$ cat src/rtl/div16x8.sv
// Sequential restoring divider: 16-bit unsigned dividend by 8-bit unsigned divisor.
// One quotient bit per clock; start/done handshake and state codes match the 8x8 multiplier.
module div16x8 (
    input  logic        clk,
    input  logic        aclr_n,
    input  logic        start,
    input  logic [15:0] dividend,
    input  logic [7:0]  divisor,
    output logic [15:0] quotient,
    output logic [7:0]  remainder,
    output logic        div_by_zero,
    output logic        done_flag,
    output logic [2:0]  state_out
);

    typedef enum logic [2:0] {
        IDLE = 3'b000,
        CALC = 3'b001,
        DONE = 3'b100,
        ERR  = 3'b101
    } state_t;

    state_t      r_state, w_stateNext;
    logic [15:0] r_q, w_qNext;
    logic [7:0]  r_r, w_rNext;
    logic [7:0]  r_d, w_dNext;
    logic [3:0]  r_cnt, w_cntNext;
    logic [15:0] r_quotient, w_quotientNext;
    logic [7:0]  r_remainder, w_remainderNext;
    logic        r_dbz, w_dbzNext;

    logic [8:0]  w_t;
    logic        w_ge;
    logic [7:0]  w_diff;
    logic [7:0]  w_rIter;
    logic [15:0] w_qShift;

    // The partial remainder stays below the divisor between iterations, so its
    // ninth bit is always zero and only the trial value needs nine bits.
    assign w_t      = {r_r, r_q[15]};
    assign w_ge     = (w_t >= {1'b0, r_d});
    assign w_diff   = w_t[7:0] - r_d;
    assign w_rIter  = w_ge ? w_diff : w_t[7:0];
    assign w_qShift = {r_q[14:0], w_ge};

    always_comb begin
        w_stateNext     = r_state;
        w_qNext         = r_q;
        w_rNext         = r_r;
        w_dNext         = r_d;
        w_cntNext       = r_cnt;
        w_quotientNext  = r_quotient;
        w_remainderNext = r_remainder;
        w_dbzNext       = r_dbz;

        case (r_state)
            IDLE: begin
                if (start) begin
                    if (divisor == 8'd0) begin
                        w_stateNext     = DONE;
                        w_quotientNext  = 16'hFFFF;
                        w_remainderNext = dividend[7:0];
                        w_dbzNext       = 1'b1;
                    end else begin
                        w_stateNext = CALC;
                        w_qNext     = dividend;
                        w_rNext     = 8'd0;
                        w_dNext     = divisor;
                        w_cntNext   = 4'd0;
                    end
                end
            end
            CALC: begin
                // A fresh start while busy abandons the operation without touching the results.
                if (start) begin
                    w_stateNext = ERR;
                end else begin
                    w_qNext   = w_qShift;
                    w_rNext   = w_rIter;
                    w_cntNext = r_cnt + 4'd1;
                    if (r_cnt == 4'd15) begin
                        w_stateNext     = DONE;
                        w_quotientNext  = w_qShift;
                        w_remainderNext = w_rIter;
                        w_dbzNext       = 1'b0;
                    end
                end
            end
            DONE: w_stateNext = IDLE;
            ERR: begin
                if (!start) begin
                    w_stateNext = IDLE;
                end
            end
            default: w_stateNext = IDLE;
        endcase
    end

    always_ff @(posedge clk or negedge aclr_n) begin
        if (!aclr_n) begin
            r_state     <= IDLE;
            r_q         <= 16'd0;
            r_r         <= 8'd0;
            r_d         <= 8'd0;
            r_cnt       <= 4'd0;
            r_quotient  <= 16'd0;
            r_remainder <= 8'd0;
            r_dbz       <= 1'b0;
        end else begin
            r_state     <= w_stateNext;
            r_q         <= w_qNext;
            r_r         <= w_rNext;
            r_d         <= w_dNext;
            r_cnt       <= w_cntNext;
            r_quotient  <= w_quotientNext;
            r_remainder <= w_remainderNext;
            r_dbz       <= w_dbzNext;
        end
    end

    assign quotient    = r_quotient;
    assign remainder   = r_remainder;
    assign div_by_zero = r_dbz;
    assign done_flag   = (r_state == DONE);
    assign state_out   = r_state;

endmodule

$ cat config.mk
export PLATFORM = sky130hd
export DESIGN_NAME = div16x8
export DESIGN_NICKNAME = d
export VERILOG_FILES = /design/src/rtl/div16x8.sv
export SDC_FILE = /design/constraint.sdc
export NUM_CORES = 1
export LEC_CHECK = 0
export ABC_AREA = 1
export CORE_MARGIN = 8
export CORE_UTILIZATION = 48
export DETAILED_ROUTE_END_ITERATION = 7
export GPL_TIMING_DRIVEN = 0
export MAX_ROUTING_LAYER = met4
export PLACE_DENSITY = 0.69
export SETUP_SLACK_MARGIN = 0.2
export SYNTH_ARGS = -nofsm -noshare
export SYNTH_HDL_FRONTEND = slang
export SYNTH_SLANG_ARGS = --single-unit
export TNS_END_PERCENT = 1
$ cat constraint.sdc
create_clock -name clk -period 5.28 [get_ports clk]
set_input_delay 1.584 -clock clk [delete_from_list [all_inputs] [get_ports clk]]
set_output_delay 1.584 -clock clk [all_outputs]
set_load 0.02 [all_outputs]
==> After elaboration in Yosys (flattened, before gate mapping) <==
Index checks and enable logic that the tools add are counted.
{ "op_classes": {"n_eq_ne": 11, "addsub": 2, "bitwise": 1, "n_lt_le_gt_ge": 1, "n_reduce_logical": 7, "n_mux": 34} }
{ "op_table": {"columns": ["cell", "n"], "rows": [
  ["2-to-1 mux 16 bit", 7],
  ["2-to-1 mux 8 bit", 8],
  ["case mux 16 bit (2 select lines)", 2],
  ["case mux 8 bit (2 select lines)", 2],
  ["2-to-1 mux 3 bit", 5],
  ["2-to-1 mux 4 bit", 3],
  ["inequality test 2 bit (second input constant)", 6],
  [">= comparator 9 x 8 -> 1 bit", 1],
  ["case mux 3 bit (3 select lines)", 1],
  ["zero test 8 bit", 1],
  ["case mux 4 bit (2 select lines)", 1],
  ["subtractor 8 bit", 1],
  ["equality test 3 bit (second input constant)", 2],
  ["AND reduction 3 bit", 2],
  ["AND reduction 5 bit", 1],
  ["adder 4 x 1 -> 4 bit (second input constant)", 1],
  ["equality test 4 bit (second input constant)", 1],
  ["2-to-1 mux 1 bit", 4],
  ["AND reduction 4 bit", 1],
  ["equality test 3 x 1 -> 1 bit (second input constant)", 1],
  ["zero test 3 bit", 1],
  ["inequality test 3 bit (second input constant)", 1],
  ["case mux 1 bit (2 select lines)", 1],
  ["nonzero test 2 bit", 1],
  ["inverter 1 bit", 1]
]} }
{ "word_totals": {"reg_bits": 64, "output_inout_bits": 29} }

==> Depth between registers and ports, before layout <==
{ "depth": {"word_depth": 5, "depth_mapped": 13, "ltp_nobuf": 13} }

==> Least setup slack after synthesis <==
Ideal clock, no wire load.
{ "synth_timing": {"kind": "input to register", "from": "input port divisor[7]", "to": "register r_remainder[0], in the netlist remainder[0]", "path_stages": 9, "path_buffers": 1, "setup_slack_ns": 2.615, "t_arrival_ns": 2.553, "setup_ns": 0.113, "cell_sequence": "nor2_1 -> nand2_1 -> o21ai_2 -> nand2_8 -> buf_6 -> nor2_1 -> nand3_1 -> nand2_1 -> inv_1"} }
{ "synth_between": {"elab_chain_cells": 3} }
{ "synth_rtl": {"columns": ["item", "line", "text"], "rows": [
  ["from (decl)", "8", "input logic [7:0] divisor,"],
  ["zero test 8 bit", "59", "if (divisor == 8'd0) begin"],
  ["inequality test 2 bit (no line)", null, null],
  ["AND reduction 5 bit (no line)", null, null],
  ["to (signal assigned)", "116", "r_remainder <= w_remainderNext;"],
  ["to (decl)", "29", "logic [7:0] r_remainder, w_remainderNext;"]
]} }
No other way between the ends.
A chain may end at the register's enable or synchronous reset.

==> Worst setup path in the final report <==
{ "layout_timing": {"from": "register r_state[0], in the netlist state_out[0]", "to": "output port done_flag"} }
{ "layout_between": {"elab_chain_cells": 1} }
{ "layout_rtl": {"columns": ["item", "line", "text"], "rows": [
  ["from (decl)", "23", "state_t r_state, w_stateNext;"],
  ["from (signal assigned)", "110", "r_state <= w_stateNext;"],
  ["equality test 3 bit", "124", "assign done_flag = (r_state == DONE);"],
  ["to (decl)", "12", "output logic done_flag,"]
]} }
No other way between the ends.

==> results.py <==
metrics = {
    "floorplan": {
        "die_y_microns": 99.9,
        "num_rows": 30,
        "num_io_pins": 56,
        "die-area_sq_um": 9990,
        "die_w_microns": 99.9,
        "initial_utilization": 0.498,
        "core_sq_um": 6790,
    },
    "global_route": {
        "grt_pass1_wl_microns": 14200,
        "grt_max_degree": 64,
        "grt_pass1_vias": 2961,
        "overflow": 0,
        "antenna_found_initial": 0,
        "track_usage": 0.182,
    },
    "clock_network": {
        "clk_pin_slew_ps": 70,
        "htree_num_levels": 3,
        "cts_hold_buf": 0,
        "cts_buffers": 9,
        "clock_path_buffers": 2,
        "clock-sinks": 63,
        "cts_tree": "built",
        "ctsRootBufferMaster": "clkbuf_8",
        "clock_latency_ps": 330,
        "post-cts-setup-buffer-count": 0,
        "ctsResizeCount": 0,
    },
    "setup_path": {
        "rrSetupSlack_ps": 3300,
        "r2r_cells": 11,
        "crit_type": "reg -> out",
        "critPathLaunchType": "flip-flop",
        "worstPathRequired_ps": 3700,
        "r2r-end": "remainder[4]",
        "cp_max_fo": 6,
        "timing.rr.start": "r_q[15]",
        "end_kind": "output pin",
        "critPathArrivalTime_ps": 1510,
    },
    "synth": {
        "syn_inst": 428,
        "synth-compound-area-share": 0.113,
        "synthMuxAreaShare": 0.00333,
        "yosys_warnings": 0,
        "synth_xor_area_frac": 0.00777,
        "syn_avg_cell_area_sq_um": 7.90,
        "ys_types": 35,
        "syn-num-nets": 465,
        "synth-seq-area-share": 0.466,
        "synth-seq-cells": 63,
        "synth_top_family_by_area": "simple AND/OR/NAND/NOR gates",
        "syn_area_sq_um": 3380,
        "synth_fa_ha_area_frac": 0.0392,
        "synth-simple-area-share": 0.283,
    },
    "placed_design": {
        "place_area_sq_um": 4040,
        "routabilityCongestion": 0.911,
        "hpwl_microns": 6190,
        "port_buffers": 54,
    },
    "routing": {
        "vias": 3047,
        "drc": 0,
        "ant_nets": 0,
        "wl_per_cell_microns": 14.2,
        "first_iter_violations": 181,
        "wl_microns": 8390,
        "vias_per_cell": 5.14,
        "firstDrtPassIters": 5,
    },
    "hold_path": {
        "hold_end": "r_r[7]",
        "hp-start": "r_r[7]",
        "holdPathStages": 2,
        "min_path_type": "reg -> reg",
    },
    "sta": {
        "max_slew.worst_pin.slew_ps": 796,
        "finalMaxSlewViolations": 0,
        "fmax_mhz": 323,
        "fin_skew_ps": 6.30,
        "fin_crit_sh": 0.587,
        "fin_hold_ws_ps": 482,
        "finalCriticalPeriod_ps": 3100,
        "slew_headroom": 0.469,
        "rsz0062_at_grt": "false",
        "timing.final.hold_violations": 0,
        "setup_viol_count_final": 0,
        "tns_ps": 0,
    },
    "final_layout": {
        "mostFrequentLayoutCells": "121 x nand2_1, 63 x dfrtp_1, 53 x clkdlybuf4s50_1, 44 x inv_1, 38 x nor2_1",
        "final_common_cell": "nand2_1",
        "final_util": 0.621,
        "nNetsFinal": 530,
        "area_growth_syn_to_layout_pct": 24.9,
        "fill_cells": 636,
        "fin_area_sq_um": 4220,
        "antennaDiodeCount": 0,
        "drive_gt1_frac": 0.0905,
    },
    "run": {
        "drv_cap": 0,
    },
    "pwr": {
        "power_mw": 3.01,
        "pwr_density_cell_nw_per_um2": 712,
        "leakage_nw": 2.08,
        "vdd_drop_max_mv": 0.350,
    },
    "outcome": {
        "run_status": "finished clean",
    },
}
## per-stage QoR
step / std cells / setup WS, ps
after floorplan: 428 / 2610
after global placement: 578 / 461
after detailed placement: 578 / 1960
after CTS: 593 / 2160
after global routing: 593 / 2130
final: 593 / 2180
## report_power, final
| group | total, mW | internal, mW | switching [mW] |
|---|---|---|---|
| sequential | 0.851 | 0.716 | 0.135 |
| combinational | 1.77 | 0.663 | 1.10 |
| clock | 0.388 | 0.205 | 0.184 |
| total | 3.01 | 1.58 | 1.42 |
## sequential cells by signal, indices dropped and copies added (netlist names)
name,count
state_out,2
r_cnt,4
div_by_zero,1
quotient,16
r_q,16
r_r,8
r_d,8
remainder,8
## synthesized netlist by cell type
cell	number	area share
nand2_1	121	0.13
dfrtp_1	63	0.47
inv_1	44	0.049
nor2_1	38	0.042
nand3_1	29	0.043
o21ai_0	25	0.037
a21oi_1	13	0.019
nand4_1	10	0.019
ha_1	9	0.033
a31oi_1	8	0.015
o31ai_1	8	0.018
o21ai_1	7	0.010
clkbuf_1	6	0.0067
or2_1	6	0.011
buf_2	5	0.0074
nor2_2	4	0.0074
buf_4	3	0.0067
buf_6	3	0.010
inv_2	3	0.0033
xor2_1	3	0.0078
inv_4	2	0.0037
nand2_2	2	0.0037
nand3_2	2	0.0059
o22ai_1	2	0.0037
or2_0	2	0.0037
a32oi_1	1	0.0026
conb_1	1	0.0011
fa_1	1	0.0059
mux2_2	1	0.0033
nand2_8	1	0.0059
nand4_2	1	0.0037
nor2_4	1	0.0033
o2111ai_1	1	0.0026
o21a_1	1	0.0022
o21ai_2	1	0.0026
## layout make-up
cell class                      instances  area [sq um]  share of cell area
Timing Repair Buffer                   54           538               0.127
Tap cell                               96           120              0.0285
Multi-Input combinational cell        299          1510               0.358
Clock buffer                           12           165              0.0391
Sequential cell                        63          1580               0.373
Clock inverter                          3          17.5             0.00415
Buffer                                 17           104              0.0246
Inverter                               49           189              0.0448
## logic make-up after synthesis
kind of cell / Yosys count
fa+ha+maj: 10
compound gates: 67
mux: 1
simple gates: 217
xor+xnor: 3
flops: 63
other cells: 1
buf+inv: 66
## worst max-delay path by stage
stage                      start            to  slack, ps  cells past startpoint
finish              state_out[0]     done_flag       2180                      2
global route        state_out[0]     done_flag       2130                      2
CTS                 state_out[0]     done_flag       2160                      2
detailed placement    divisor[5]  remainder[0]       1960                     10
global placement          aclr_n  remainder[4]        460                      1
floorplan             divisor[7]  remainder[0]       2610                      9
## critical path, stage by stage, from the launching register on
cell	delay [ps]
dfrtp_1	440
nor2_1	130
clkdlybuf4s50_1	610
## metal layers
layer	routed length, microns	global-route usage	vias up	part of all wire
li1	-	-	1511	-
met1	4090	0.234	1452	0.49
met2	3780	0.277	77	0.45
met3	453	0.0471	7	0.054
met4	72	0.0512	0	0.0086
met5	0	-	-	0
(Power assumes the default switching activity.)
